**config.mk**
```make
export PLATFORM = sky130hd
export DESIGN_NAME = mem_arbiter
export DESIGN_NICKNAME = d
export VERILOG_FILES = /design/src/rtl/mem_arbiter.sv
export SDC_FILE = /design/constraint.sdc
export NUM_CORES = 1
export LEC_CHECK = 0
export CORE_MARGIN = 5
export CORE_UTILIZATION = 37
export DETAILED_ROUTE_END_ITERATION = 12
export GPL_TIMING_DRIVEN = 0
export PLACE_DENSITY = 0.77
export SYNTH_ARGS = -nofsm -noshare
export SYNTH_HDL_FRONTEND = slang
export SYNTH_SLANG_ARGS = --single-unit
```
**constraint.sdc**
```tcl
create_clock -name clk -period 2.1 [get_ports clk]
set_input_delay 0.63 -clock clk [delete_from_list [all_inputs] [get_ports clk]]
set_output_delay 0.63 -clock clk [all_outputs]
set_load 0.1 [all_outputs]
```
**src/rtl/mem_arbiter.sv**
```systemverilog
// mem_arbiter: shares one 18-bit address / 16-bit data memory port among N
// bus masters. It runs one transfer at a time, registers every slave-side
// output, and aborts transfers through a watchdog when the memory never acks.
// Build option: define MEM_ARB_FIXED_PRIO_EN for fixed priority, where the
// lowest requesting index wins. Without it, arbitration is round-robin.
module mem_arbiter #(
  parameter int N       = 3,
  parameter int TIMEOUT = 255
) (
  input  logic                   clk,
  input  logic                   rst,
  input  logic [N-1:0]           m_req,
  input  logic [N*18-1:0]        m_adr,
  input  logic [N-1:0]           m_write,
  input  logic [N*2-1:0]         m_sel,
  input  logic [N*16-1:0]        m_wdata,
  output logic [N-1:0]           m_ack,
  output logic [N-1:0]           m_err,
  output logic [15:0]            m_rdata,
  output logic                   s_req,
  output logic [17:0]            s_adr,
  output logic                   s_write,
  output logic [1:0]             s_sel,
  output logic [15:0]            s_wdata,
  input  logic                   s_ack,
  input  logic [15:0]            s_rdata,
  output logic [$clog2(N)-1:0]   grant,
  output logic                   busy
);

  localparam int GW = $clog2(N);

  typedef enum logic [1:0] {
    ST_IDLE  = 2'd0,
    ST_BUSY  = 2'd1,
    ST_ABORT = 2'd2
  } state_t;

  state_t        state_r, state_s;
  logic [GW-1:0] ptr_r, ptr_s, nxt_ptr_s;
  logic [GW-1:0] grant_r, grant_s;
  logic [15:0]   wd_cnt_r, wd_cnt_s, wd_inc_s;
  logic          s_req_r, s_req_s, s_write_r, s_write_s, busy_r;
  logic [17:0]   s_adr_r, s_adr_s;
  logic [1:0]    s_sel_r, s_sel_s;
  logic [15:0]   s_wdata_r, s_wdata_s;
  logic [N-1:0]  m_err_r, m_err_s;
  logic          win_found_s;
  logic [GW-1:0] win_idx_s;
  logic [17:0]   adr_a_s   [N];
  logic          write_a_s [N];
  logic [1:0]    sel_a_s   [N];
  logic [15:0]   wdata_a_s [N];

  // Split the flat master buses into per-master lanes
  always_comb begin
    for (int i = 0; i < N; i++) begin
      adr_a_s[i]   = m_adr[i*18 +: 18];
      write_a_s[i] = m_write[i];
      sel_a_s[i]   = m_sel[i*2 +: 2];
      wdata_a_s[i] = m_wdata[i*16 +: 16];
    end
  end

  // Winner search from ptr upward with wrap. In fixed priority ptr stays 0,
  // so the same search becomes lowest index first.
  always_comb begin
    int idx_v;
    idx_v       = 0;
    win_found_s = 1'b0;
    win_idx_s   = '0;
    for (int i = 0; i < N; i++) begin
      idx_v = int'(ptr_r) + i;
      if (idx_v >= N) begin
        idx_v = idx_v - N;
      end else begin
        idx_v = idx_v + 0;
      end
      if (!win_found_s && m_req[GW'(idx_v)]) begin
        win_found_s = 1'b1;
        win_idx_s   = GW'(idx_v);
      end else begin
        win_found_s = win_found_s;
      end
    end
  end

`ifdef MEM_ARB_FIXED_PRIO_EN
  assign nxt_ptr_s = '0;
`else
  assign nxt_ptr_s = (grant_r == GW'(N - 1)) ? '0 : grant_r + GW'(1);
`endif

  assign wd_inc_s = wd_cnt_r + 16'd1;

  // Next-state and next-register values for the IDLE/BUSY/ABORT machine
  always_comb begin
    state_s   = state_r;
    ptr_s     = ptr_r;
    grant_s   = grant_r;
    wd_cnt_s  = wd_cnt_r;
    s_req_s   = s_req_r;
    s_adr_s   = s_adr_r;
    s_write_s = s_write_r;
    s_sel_s   = s_sel_r;
    s_wdata_s = s_wdata_r;
    m_err_s   = '0;
    case (state_r)
      ST_IDLE: begin
        if (win_found_s) begin
          s_adr_s   = adr_a_s[win_idx_s];
          s_write_s = write_a_s[win_idx_s];
          s_sel_s   = sel_a_s[win_idx_s];
          s_wdata_s = wdata_a_s[win_idx_s];
          s_req_s   = 1'b1;
          grant_s   = win_idx_s;
          wd_cnt_s  = 16'd0;
          state_s   = ST_BUSY;
        end else begin
          s_req_s   = 1'b0;
        end
      end
      ST_BUSY: begin
        // An ack in the expiry cycle wins over the watchdog
        if (s_ack) begin
          s_req_s = 1'b0;
          ptr_s   = nxt_ptr_s;
          state_s = ST_IDLE;
        end else if (wd_inc_s == 16'(TIMEOUT)) begin
          s_req_s = 1'b0;
          ptr_s   = nxt_ptr_s;
          state_s = ST_ABORT;
          for (int i = 0; i < N; i++) begin
            m_err_s[i] = (grant_r == GW'(i));
          end
        end else begin
          wd_cnt_s = wd_inc_s;
        end
      end
      ST_ABORT: begin
        state_s = ST_IDLE;
      end
      default: begin
        s_req_s = 1'b0;
        state_s = ST_IDLE;
      end
    endcase
  end

  // State and slave-port registers; reset clears s_req immediately
  always_ff @(posedge clk or posedge rst) begin
    if (rst) begin
      state_r   <= ST_IDLE;
      ptr_r     <= '0;
      grant_r   <= '0;
      wd_cnt_r  <= 16'd0;
      s_req_r   <= 1'b0;
      s_adr_r   <= 18'd0;
      s_write_r <= 1'b0;
      s_sel_r   <= 2'd0;
      s_wdata_r <= 16'd0;
      m_err_r   <= '0;
      busy_r    <= 1'b0;
    end else begin
      state_r   <= state_s;
      ptr_r     <= ptr_s;
      grant_r   <= grant_s;
      wd_cnt_r  <= wd_cnt_s;
      s_req_r   <= s_req_s;
      s_adr_r   <= s_adr_s;
      s_write_r <= s_write_s;
      s_sel_r   <= s_sel_s;
      s_wdata_r <= s_wdata_s;
      m_err_r   <= m_err_s;
      busy_r    <= (state_s == ST_BUSY);
    end
  end

  // Acknowledge is routed back to the granted master only while BUSY
  always_comb begin
    m_ack = '0;
    for (int i = 0; i < N; i++) begin
      m_ack[i] = (state_r == ST_BUSY) && s_ack && (grant_r == GW'(i));
    end
  end

  assign m_rdata = s_rdata;
  assign m_err   = m_err_r;
  assign s_req   = s_req_r;
  assign s_adr   = s_adr_r;
  assign s_write = s_write_r;
  assign s_sel   = s_sel_r;
  assign s_wdata = s_wdata_r;
  assign grant   = grant_r;
  assign busy    = busy_r;

endmodule

```
=== Yosys cells after proc, flatten, opt, wreduce, memory -nomap -nowiden ===
Cells that the tools add are included.

* Logic and storage cells: 101
* Input port bits: 133
* Register bits: 64

* Mux-type cells: 48
* Eq/ne operators: 10
* Add/sub/neg operators: 7
* Bitwise gates (word level): 2
* Reduce and logical (&&, ||, !) cells: 16
* Magnitude comparators: 7

{| class="wikitable"
|+ Operators with widths
! kind !! count
|-
| 2-to-1 mux 16 bit || 5
|-
| binary-select mux 18 bit (select 2 bit) || 1
|-
| 2-to-1 mux 18 bit || 2
|-
| binary-select mux 16 bit (select 2 bit) || 1
|-
| case mux 16 bit (2 select lines) || 1
|-
| 2-to-1 mux 2 bit || 14
|-
| adder 16 x 1 -> 16 bit (second input constant) || 1
|-
| == test 16 x 8 -> 1 bit (second input constant) || 1
|-
| 2-to-1 mux 1 bit || 14
|-
| < comparator 2 x 4 -> 1 bit (second input constant) || 3
|-
| 2-to-1 mux 3 bit || 3
|-
| binary-select mux 1 bit (select 2 bit) || 4
|-
| == test 2 x 1 -> 1 bit (second input constant) || 3
|-
| greater-or-equal comparator 3 x 2 -> 1 bit (second input constant) || 2
|-
| logical AND 1 bit || 6
|-
| inequality test 2 bit (second input constant) || 3
|-
| AND reduction 2 bit || 3
|-
| subtractor 2 bit (second input constant) || 3
|-
| binary-select mux 2 bit (select 2 bit) || 1
|-
| == test 2 bit (second input constant) || 2
|-
| zero test 2 bit || 2
|-
| case mux 2 bit (2 select lines) || 1
|-
| AND reduction 4 bit || 1
|-
| nonzero test 2 bit || 2
|-
| 10 further kinds || 11
|}

=== Depth between registers and ports, before layout ===
Gate-level depths: netlist of run 1.

* Depth in word-level cells: 16
* Mapped depth: 11

=== Least setup slack after synthesis of run 1 ===
No wires, ideal clock.

* Path type: register -> output
* From: register grant_r[0], in the netlist grant[0]
* To: output port m_ack[0]
* Setup slack: -1.572 ns
* Arrival: 3.042 ns
* Data required time: 1.470 ns
* Stages on the path, launching flop included: 2
* Path through: dfrtp_1 > nor3_1

* Cells in the longest elaborated chain, start to end: 2

{| class="wikitable"
|+ RTL lines
! what !! RTL line !! source
|-
| start: declaration || 41 || <nowiki>logic [GW-1:0] grant_r, grant_s;</nowiki>
|-
| start signal: assignment || 167 || <nowiki>grant_r <= grant_s;</nowiki>
|-
| zero test 2 bit || 183 || <nowiki>m_ack[i] = (state_r == ST_BUSY) && s_ack && (grant_r == GW'(i));</nowiki>
|-
| logical AND 1 bit || 183 ||
|-
| end: declaration || 17 || <nowiki>output logic [N-1:0] m_ack,</nowiki>
|}

No other way between the ends.

=== Worst setup path after layout of run 1 ===
* From: register ptr_r[0]
* To: register s_adr_r[0], in the netlist s_adr[0]

* Cells in the longest elaborated chain, start to end: 16
* Elaborated cells on any way between the ends: 35

{| class="wikitable"
|+ RTL lines
! what !! RTL line !! source
|-
| start: declaration || 40 || <nowiki>logic [GW-1:0] ptr_r, ptr_s, nxt_ptr_s;</nowiki>
|-
| start signal: assignment || 166 || <nowiki>ptr_r <= ptr_s;</nowiki>
|-
| parallel branches: the longest is 16 deep, another holds adder 2 x 1 -> 3 bit || n/a ||
|-
| end signal: assignment || 170 || <nowiki>s_adr_r <= s_adr_s;</nowiki>
|-
| end: declaration || 44 || <nowiki>logic [17:0] s_adr_r, s_adr_s;</nowiki>
|}

Several ways; the timed one is not identified. The select of a mux whose other input is x is not followed.
A chain may end at the register's enable or synchronous reset.

==> metrics.txt, run 1 <==
outcome=finished, violations left; failing checks=negative setup slack; distinct cell type count of the synthesized netlist=55; Pre-antenna DRT Iters=4; required time reported for the critical path endpoint=2320 ps; net switching fraction of the power=between 50% and 60%; Max-Cap Viols=0; simple-gate share of the synthesized area=15.18%; filler cell count=757; area of the core=around 0.010 mm²; switching component of the power=6138 µW; Seq cells post-synth=64; Post-DRT Antenna Nets=0; Post-Synthesis Cells=approximately 410; Total Routing Usage GR=20.20%; clock tree from TritonCTS=yes; fraction of final layout cells sized beyond drive strength 1=around two fifths; number of warnings issued by yosys=0; leading register cell type out of synthesis=sky130_fd_sc_hd__dfrtp_1; share of the synthesized area in compound gates (AO/OA/AOI/OAI)=13.32%; final standard cell utilization of the core=67.94%; clock transition at the registers of the reported paths=around 80 ps; HPWL after DPL=10.02 mm; Clock Power Share=8.5%; Seq/Total Area, Yosys=roughly two fifths; min Tclk post-route=about 2200 ps; maximum count of clock buffers along a single path=2; final setup skew=roughly 12 ps; post-synthesis net count=544; total setup violations reported at the end of the flow=32; Die Width=113.6 µm; via count of the first global-routing pass=4023; antenna cell count=0; worst hold path class=flop to flop; Die Height=113.6 µm; final critical-path share of the clock period=103.8%; internal power=4987 µW; reported leakage power=0.003245 µW; antenna violations before repair=0; sum of routed wire length over all layers=between 10 and 15 mm; post-synthesis area per instance=9.764 µm²; Final Net Count=770; pin count of the biggest net entering global routing=65; area share of xor/xnor cells in the synthesized design=under 10%; Worst setup SP type=flop; number of clock sinks=64; multiplexer share of the synthesized area=20.65%; area growth from synthesis to layout=78.09%; crit path setup slack, layout=-79.88 ps; fraction of power consumed by sequential logic=18.2%; tightest slew margin relative to the limit=61.34%; highest clock rate=roughly 460 MHz; count of flip-flops with a built-in enable after synthesis=0; routability cong.=0.8524; most frequent standard cell in the layout excluding fill and tap cells=sky130_fd_sc_hd__clkdlybuf4s50_1; number of DRC violations after detailed routing=0; IO Count=just under 200; start point of the worst hold path=s_adr[8]; Die ar.=0.01291 mm²; vias after detailed routing=4018; source of the critical timing path=ptr_r[0]; final slew viol count=0; endpoint arrival time on the critical path=approximately 2400 ps; total overflow reported by the global router=0; DR iter-0 viols=176; worst reg2reg startpoint=ptr_r[0]; measured slew at the worst slew-check pin=582.7 ps; kind of end point of the critical path=flop; combinational share of power=73.3%; Tot Pwr=around 11000 µW; Starting Density=38.15%; Power Density=1572 mW/mm²; top library cells by usage in the layout, fill and taps aside=112 x sky130_fd_sc_hd__clkdlybuf4s50_1, 60 x sky130_fd_sc_hd__clkdlybuf4s15_2, 55 x sky130_fd_sc_hd__nand2_1, 55 x sky130_fd_sc_hd__dfrtp_1, 48 x sky130_fd_sc_hd__buf_4; largest family of logic cells by synthesized area=multiplexers; number of placement rows=37; Synth async-reset ratio=100.0%; H-tree levels=3; final-report hold violation count=0; total of buffers placed on input and output ports=179; worst skew pair latency=350 ps; critical-path maximum fanout=7; WS Path Type=flop to flop; Via density=5.191; worst ir drop on vdd=945.5 µV; TritonCTS buffer count=9; setup repair after global routing missed its margin=true; first-pass GRT wire length=between 20 and 25 mm; area of the mapped netlist=0.003974 mm²; root buffer cell=sky130_fd_sc_hd__clkbuf_8; mean routed wirelength per cell=17.84 µm; adder-cell share of the synthesized area=1.763%
## what timing repair did
item | 4_1_cts | 5_1_grt
gates cloned | 3 | 1
pin swaps | 19 | 36
endpoints found under the setup margin | 126 | 63
buffers inserted | 20 | 16
hold buffers | 0 | 0
gates resized for setup | 309 | 71
## cells in the mapped netlist, types with 3 or more instances
| library cell | n | area [µm²] |
|---|---|---|
| sky130_fd_sc_hd__ha_1 | 4 | 50.05 |
| sky130_fd_sc_hd__clkbuf_1 | 11 | 41.29 |
| sky130_fd_sc_hd__nor2_1 | 17 | 63.81 |
| sky130_fd_sc_hd__mux2i_1 | 39 | 390.4 |
| sky130_fd_sc_hd__o21ai_1 | 14 | 70.07 |
| sky130_fd_sc_hd__nand2_1 | 55 | 206.5 |
| sky130_fd_sc_hd__a21oi_1 | 4 | 20.02 |
| sky130_fd_sc_hd__buf_6 | 4 | 45.04 |
| sky130_fd_sc_hd__inv_1 | 6 | 22.52 |
| sky130_fd_sc_hd__buf_4 | 19 | 142.6 |
| sky130_fd_sc_hd__nor3_1 | 6 | 30.03 |
| sky130_fd_sc_hd__nand3_1 | 8 | 40.04 |
| sky130_fd_sc_hd__dfrtp_1 | 64 | 1602 |
| sky130_fd_sc_hd__buf_2 | 10 | 50.05 |
| sky130_fd_sc_hd__o31ai_1 | 7 | 52.55 |
| sky130_fd_sc_hd__o21ai_0 | 40 | 200.2 |
| sky130_fd_sc_hd__nand2b_1 | 5 | 31.28 |
| sky130_fd_sc_hd__a31oi_1 | 4 | 25.02 |
| sky130_fd_sc_hd__nand4_1 | 3 | 18.77 |
| sky130_fd_sc_hd__mux2_2 | 37 | 416.7 |
| sky130_fd_sc_hd__xnor2_1 | 4 | 35.03 |
## layer usage
layer  part of all wire [%]  GRT usage [%]  vias up  wire length, µm
met5                      0              0        -                0
met4                    2.0          6.811        0              274
met3                    8.2          5.942       23             1130
met2                     54          37.50      190             7459
met1                     36          21.77     1914             4942
li1                       -              -     1891                -
## metrics by stage
step | hold slack [ps] | area (µm²) | setup TNS, ps | cells | setup WS, ps
floorplan | 467.7 | 4024 | -295.2 | 407 | -205.2
global placement | 460.3 | 5986 | -48520 | 722 | -1465
detailed placement | 469.3 | 5986 | -53690 | 722 | -1469
CTS | 492.3 | 6751 | -3246 | 759 | -168.9
global route | 519.6 | 7077 | -5223 | 774 | -203.9
finish | 484.9 | 7077 | -1379 | 774 | -79.88
## power groups by stage
stage / Sequential (µW) / Clock (µW) / Combinational [µW]
2_1_floorplan: 4760 / 0 / 2440
6_report: 2020 / 948 / 8160
4_1_cts: 2020 / 951 / 7830
3_3_place_gp: 2020 / 0 / 6830
3_5_place_dp: 2040 / 0 / 6930
5_1_grt: 2080 / 1020 / 8530
## sequential cells by signal, indices dropped and copies added, names as in the netlist
signal / cells
busy: 1
s_wdata: 16
s_req: 1
state_r: 2
s_adr: 18
s_write: 1
grant: 2
m_err: 3
ptr_r: 2
wd_cnt_r: 16
s_sel: 2
## logic make-up (layout without fill, tap and decap cells)
family / Yosys count / in the layout
mux: 77 / 77
fa+ha+maj: 6 / 6
xor+xnor: 5 / 5
flops: 64 / 64
buf+inv: 51 / 282
simple gates: 119 / 119
compound gates: 85 / 85
## worst paths after layout
check / to / slack, ps / depth (start not counted)
worst max-delay path: s_adr[0] / -80 / 9
worst min-delay path: s_adr[8] / 480 / 2
worst max register to register: s_adr[0] / -80 / 9
worst min register to register: s_adr[8] / 480 / 2
max in group asynchronous: grant[0] / 850 / 3
min in group asynchronous: s_adr[12] / 660 / 2
## worst max-delay path, cell delays in order, from the launching register on
cell and delay [ps]:
sky130_fd_sc_hd__dfrtp_1 400, sky130_fd_sc_hd__inv_2 80, sky130_fd_sc_hd__ha_4 210, sky130_fd_sc_hd__maj3_2 330, sky130_fd_sc_hd__o221ai_4 180, sky130_fd_sc_hd__buf_8 190, sky130_fd_sc_hd__buf_8 130, sky130_fd_sc_hd__mux2_4 290
sky130_fd_sc_hd__mux2i_1 160, sky130_fd_sc_hd__o21ai_1 90
## area by class of cell
cell class	instances	area, µm²	share of cell area, %
plain buffers	43	371.6	5.251
flip-flops and latches	64	1613	22.79
repair buffers	217	2271	32.09
inverters	6	26.28	0.3713
clock buffers	9	123.9	1.750
multi-input cells	292	2452	34.65
well taps	136	170.2	2.405
clock inverters	7	48.80	0.6895
(Power assumes the default switching activity.)
==> run 2, diff against run 1 <==
- SLEW_MARGIN: default -> 20
==> run 2 against run 1 <==
The run still ends with negative setup slack left. Cell count rose by 0.52%. Hold slack better by 4.4 ps. First-iteration DRC count shrank 11%. Global-route usage grew 0.38 points. Non-clock buffer count rose by 4. Sequential power hardly changed. Critical path depth decreased by 1. Critical path type unchanged. Largest cell class unchanged. Highest routed layer unchanged.
==> metrics.txt, run 2 (synthesized netlist as in run 1, its figures left out) <==
worst skew pair latency=350 ps; vias after detailed routing=4030; Die Width=between 100 and 150 µm; critical-path maximum fanout=8; worst hold slack after final layout=489.3 ps; Pre-antenna DRT Iters=4; flip-flop count of the largest register, all copies and words added=18; final-report hold violation count=0; routability cong.=0.8524; H-tree levels=3; total setup violations reported at the end of the flow=57; Max-Cap Viols=0; Total Routing Usage GR=20.58%; first-pass GRT wire length=21.00 mm; critical-path cell list=buf_4 > ha_4 > maj3_1 > a221o_1 > and2_4 > buf_4 > a31oi_4 > mux2i_1; outcome=finished, violations left; maximum count of clock buffers along a single path=2; DR iter-0 viols=between 150 and 200; highest clock rate=around 440 MHz; fraction of final layout cells sized beyond drive strength 1=approximately two fifths; net switching fraction of the power=around 54%; clock tree from TritonCTS=yes; Die Height=113.6 µm; IO Count=196; total overflow reported by the global router=0; area of combinational cells with multiple inputs=between 0.002 and 0.0025 mm²; filler cell count=736; switching component of the power=6153 µW; worst hold path class=flop to flop; Clock Power Share=10.9%; setup repair after global routing missed its margin=true; highest-delay cell along the critical path=sky130_fd_sc_hd__dfrtp_1; clock transition at the registers of the reported paths=90 ps; setup tns final=-4528 ps; internal power=approximately 5200 µW; highest cell delay on the worst timing path=420 ps; critical path's most frequent cell=sky130_fd_sc_hd__buf_4; measured slew at the worst slew-check pin=586.5 ps; Final Net Count=774; sum of routed wire length over all layers=14.52 mm; mean routed wirelength per cell=18.66 µm; reported leakage power=0.003262 µW; min Tclk post-route=2271 ps; TritonCTS buffer count=9; Starting Density=a little under two fifths; final slew viol count=0; Post-DRT Antenna Nets=0; pin count of the biggest net entering global routing=26; kind of end point of the critical path=flop; final setup skew=12.53 ps; Via density=5.180; area growth from synthesis to layout=79.60%; required time reported for the critical path endpoint=between 2000 and 2500 ps; crit path setup slack, layout=-170.9 ps; via count of the first global-routing pass=4143; final critical-path share of the clock period=108.1%; final standard cell utilization of the core=68.52%; endpoint arrival time on the critical path=2490 ps; antenna cell count=0; cell area after placement=around 0.0060 mm²; antenna violations before repair=0; Worst setup SP type=flop; fraction of power consumed by sequential logic=17.7%; tightest slew margin relative to the limit=61.08%; area of the core=between 0.01 and 0.015 mm²; combinational share of power=71.4%; most frequent standard cell in the layout excluding fill and tap cells=sky130_fd_sc_hd__clkdlybuf4s50_1; Tot Pwr=11400 µW; number of DRC violations after detailed routing=0; WS Path Type=flop to flop; total of buffers placed on input and output ports=~180; worst ir drop on vdd=roughly 1100 µV; Seq. cell area=0.001610 mm²; total non-filler cell area in the finished layout=0.007137 mm²; Die ar.=0.01291 mm²; top library cells by usage in the layout, fill and taps aside=112 x sky130_fd_sc_hd__clkdlybuf4s50_1, 60 x sky130_fd_sc_hd__clkdlybuf4s15_2, 57 x sky130_fd_sc_hd__dfrtp_1; number of clock sinks=64; number of placement rows=37; failing checks=negative setup slack; root buffer cell=sky130_fd_sc_hd__clkbuf_8; Power Density=1597 mW/mm²; HPWL after DPL=10.17 mm
run 2: cell count changes in the layout (fill, tap and decap cells not counted), sizes merged:
| cell | previous run | this run |
|---|---|---|
| clkinvlp | 2 | 3 |
| clkbuf | 20 | 17 |
| bufinv | 0 | 2 |
| buf | 74 | 82 |
| clkinv | 6 | 2 |
run 2: final timing paths:
kind	to	cells past startpoint	from	slack (ps)
max	wd_cnt_r[0]	8	ptr_r[0]	-170
min	s_adr[10]	2	s_adr[10]	490
max reg2reg	wd_cnt_r[0]	8	ptr_r[0]	-170
min reg2reg	s_adr[10]	2	s_adr[10]	490
max in group asynchronous	grant[0]	4	rst	790
min in group asynchronous	s_adr[12]	2	rst	640
run 2: what timing repair did:
action / CTS / global route
hold buffers: 0 / 0
setup buffers: 18 / 21
cloned: 3 / 2
pin swaps: 32 / 36
setup endpoints to repair: 126 / 63
gates resized for setup: 304 / 60
run 2: routing by layer:
| metal | vias to the layer above | global-route usage [%] | routed length, µm | share of wire, % |
|---|---|---|---|---|
| li1 | 1898 | - | - | - |
| met1 | 1926 | 22.46 | 5072 | 35 |
| met2 | 167 | 37.61 | 7836 | 54 |
| met3 | 39 | 7.162 | 1160 | 8.0 |
| met4 | 0 | 5.769 | 448 | 3.1 |
| met5 | - | 0 | 0 | 0 |
run 2: power by group through the flow:
stage / clock, µW / sequential [µW] / combinational (µW)
floorplan: 0 / 4760 / 2440
global placement: 0 / 2020 / 6830
detailed placement: 0 / 2040 / 6930
CTS: 1240 / 2020 / 7700
global route: 1300 / 2080 / 8490
finish: 1240 / 2020 / 8140
run 2: layout make-up:
| cell class | count | area share [%] |
|---|---|---|
| Multi-Input combinational cell | 292 | 33.94 |
| Timing Repair Buffer | 222 | 32.61 |
| Sequential cell | 64 | 22.56 |
| Buffer | 42 | 4.909 |
| Tap cell | 136 | 2.384 |
| Clock buffer | 10 | 1.928 |
| Clock inverter | 6 | 1.297 |
| Inverter | 6 | 0.3682 |
run 2: worst max-delay path, delay by kind of cell (launching register included):
kind            cells  cell delay (ps)
compound gates      2              570
fa+ha+maj           2              540
buf+inv             2              310
flops               1              420
mux                 1               90
simple gates        1              220
run 2: per-stage QoR:
stage / instances / worst slack, ps
2_1_floorplan: 407 / -205.2
3_3_place_gp: 722 / -1465
3_5_place_dp: 724 / -1466
4_1_cts: 759 / -149.1
5_1_grt: 778 / -214.1
6_report: 778 / -170.9
==> run 3, diff against run 2 <==
- CORE_UTILIZATION: 37 -> 25
- PLACE_DENSITY: 0.77 -> default
- PLACE_DENSITY_LB_ADDON: default -> 0.1
==> run 3 against run 2 <==
The run still ends with negative setup slack left. Power grew 1.1%. Wire length fell by 2.5%. Highest routed layer unchanged. Sequential share of layout area decreased by 0.31 points. Setup slack better by 68 ps. Critical path type unchanged.
==> metrics.txt, run 3 (synthesized netlist as in run 1, its figures left out) <==
antenna violations before repair=0; total overflow reported by the global router=0; Via density=around 4.6; Die Height=136.1 µm; first-pass GRT wire length=between 20 and 25 mm; routability cong.=0.7887; TritonCTS buffer count=9; measured slew at the worst slew-check pin=599.3 ps; WS Path Type=flop to flop; number of cells traversed by the worst hold path=2; crit path setup slack, layout=-103.1 ps; final slew viol count=0; most frequent standard cell in the layout excluding fill and tap cells=sky130_fd_sc_hd__clkdlybuf4s50_1; required time reported for the critical path endpoint=approximately 2300 ps; number of clock sinks=64; top library cells by usage in the layout, fill and taps aside=112 x sky130_fd_sc_hd__clkdlybuf4s50_1, 60 x sky130_fd_sc_hd__clkdlybuf4s15_2, 56 x sky130_fd_sc_hd__dfrtp_1; filler cell count=1478; failing checks=negative setup slack; Die Width=136.1 µm; highest clock rate=453.9 MHz; setup tns final=-1979 ps; vias after detailed routing=3903; area of the core=0.01571 mm²; area growth from synthesis to layout=82.21%; area of combinational cells with multiple inputs=0.002419 mm²; Final Net Count=767; Worst Reg2Reg Path Length in Cells=9; IO Count=196; final standard cell count with taps included and fillers excluded=853; number of placement rows=46; tightest slew margin relative to the limit=roughly 60%; final setup skew=8.262 ps; H-tree levels=3; Max-Cap Viols=0; flip-flop count of the largest register, all copies and words added=18; final critical-path share of the clock period=104.9%; number of DRC violations after detailed routing=0; endpoint arrival time on the critical path=2420 ps; Starting Density=25.29%; root buffer cell=sky130_fd_sc_hd__clkbuf_16; Worst setup SP type=flop; total of buffers placed on input and output ports=around 180; via count of the first global-routing pass=4268; setup repair after global routing missed its margin=true; worst ir drop on vdd=633.2 µV; DR iter-0 viols=128; clock transition at the registers of the reported paths=60 ps; Seq. cell area=0.001612 mm²; Die ar.=0.01852 mm²; worst hold slack after final layout=between 400 and 500 ps; pin count of the biggest net entering global routing=29; mean routed wirelength per cell=16.59 µm; kind of end point of the critical path=flop; Tot Pwr=11520 µW; Post-DRT Antenna Nets=0; number of instances in the placed design=804; HPWL after DPL=10.57 mm; worst skew pair latency=~340 ps; outcome=finished, violations left; reported leakage power=roughly 0.0032 µW; total setup violations reported at the end of the flow=36; final-report hold violation count=0; worst hold path class=flop to flop; clock tree from TritonCTS=yes; Power Density=approximately 1600 mW/mm²; sum of routed wire length over all layers=14.15 mm; critical-path maximum fanout=7; Pre-antenna DRT Iters=5; fraction of final layout cells sized beyond drive strength 1=40.00%; Total Routing Usage GR=15.24%; maximum count of clock buffers along a single path=2; min Tclk post-route=2203 ps
[run 3: cell types whose count changed in the layout (fill, tap and decap cells not counted), moves of 4 or more]
cell / previous run / this run
sky130_fd_sc_hd__buf_4: 51 / 40
sky130_fd_sc_hd__buf_6: 13 / 17
sky130_fd_sc_hd__clkbuf_16: 1 / 9
sky130_fd_sc_hd__clkbuf_8: 10 / 4
sky130_fd_sc_hd__clkinv_2: 0 / 5
sky130_fd_sc_hd__mux2_2: 9 / 0
sky130_fd_sc_hd__mux2_4: 28 / 37
sky130_fd_sc_hd__mux2i_1: 37 / 30
sky130_fd_sc_hd__mux2i_2: 3 / 10
[run 3: area by class of cell]
class / instances / area share (%)
Multi-Input combinational cell: 292 / 33.40
Timing Repair Buffer: 215 / 30.84
Sequential cell: 64 / 22.26
Buffer: 42 / 5.357
Tap cell: 216 / 3.733
Clock buffer: 9 / 3.110
Clock inverter: 7 / 0.8640
Inverter: 6 / 0.3629
Antenna cell: 2 / 0.06912
[run 3: critical path: stages, from the launching register on]
cell and delay (ps):
sky130_fd_sc_hd__dfrtp_1 390, sky130_fd_sc_hd__inv_2 90, sky130_fd_sc_hd__ha_4 210, sky130_fd_sc_hd__maj3_2 330
sky130_fd_sc_hd__o221ai_4 180, sky130_fd_sc_hd__buf_8 180, sky130_fd_sc_hd__buf_8 140, sky130_fd_sc_hd__mux2_4 300
sky130_fd_sc_hd__mux2i_2 180, sky130_fd_sc_hd__o21ai_1 80
[run 3: worst paths after layout]
path                       startpoint          end  slack, ps
setup / recovery             ptr_r[0]  s_wdata[12]       -100
hold / removal             s_wdata[4]   s_wdata[4]        490
setup reg to reg             ptr_r[0]  s_wdata[12]       -100
hold reg to reg            s_wdata[4]   s_wdata[4]        490
max in group asynchronous         rst     grant[1]        960
min in group asynchronous         rst   s_wdata[5]        650
[run 3: power by group]
group | switching, µW | leakage, µW | internal (µW)
sequential | 314 | 0.000805 | 1710
combinational | 5260 | 0.00230 | 2760
clock | 571 | 0.000145 | 907
[run 3: through the flow]
stage                     instance area, µm²  utilization (%)  setup WS, ps
after floorplan                         4024                -        -205.2
after global placement                  6086            38.73         -1532
after detailed placement                6126            38.99         -1531
after CTS                               7056            44.90        -199.6
after global routing                    7236            46.05        -198.2
final                                   7241            46.08        -103.1
[run 3: timing repair]
action,CTS,global route
hold buffers,0,0
gates resized for setup,335,41
setup buffers,21,13
pin swaps,40,37
endpoints found under the setup margin,127,60
cloned,3,0
[run 3: routing by layer]
layer / share of wire, % / vias up / global-route usage (%)
li1: - / 1878 / -
met1: 40 / 1862 / 17.01
met4: 2.1 / 0 / 6.327
met2: 49 / 147 / 25.89
met3: 8.9 / 16 / 5.996
met5: 0 / - / 0
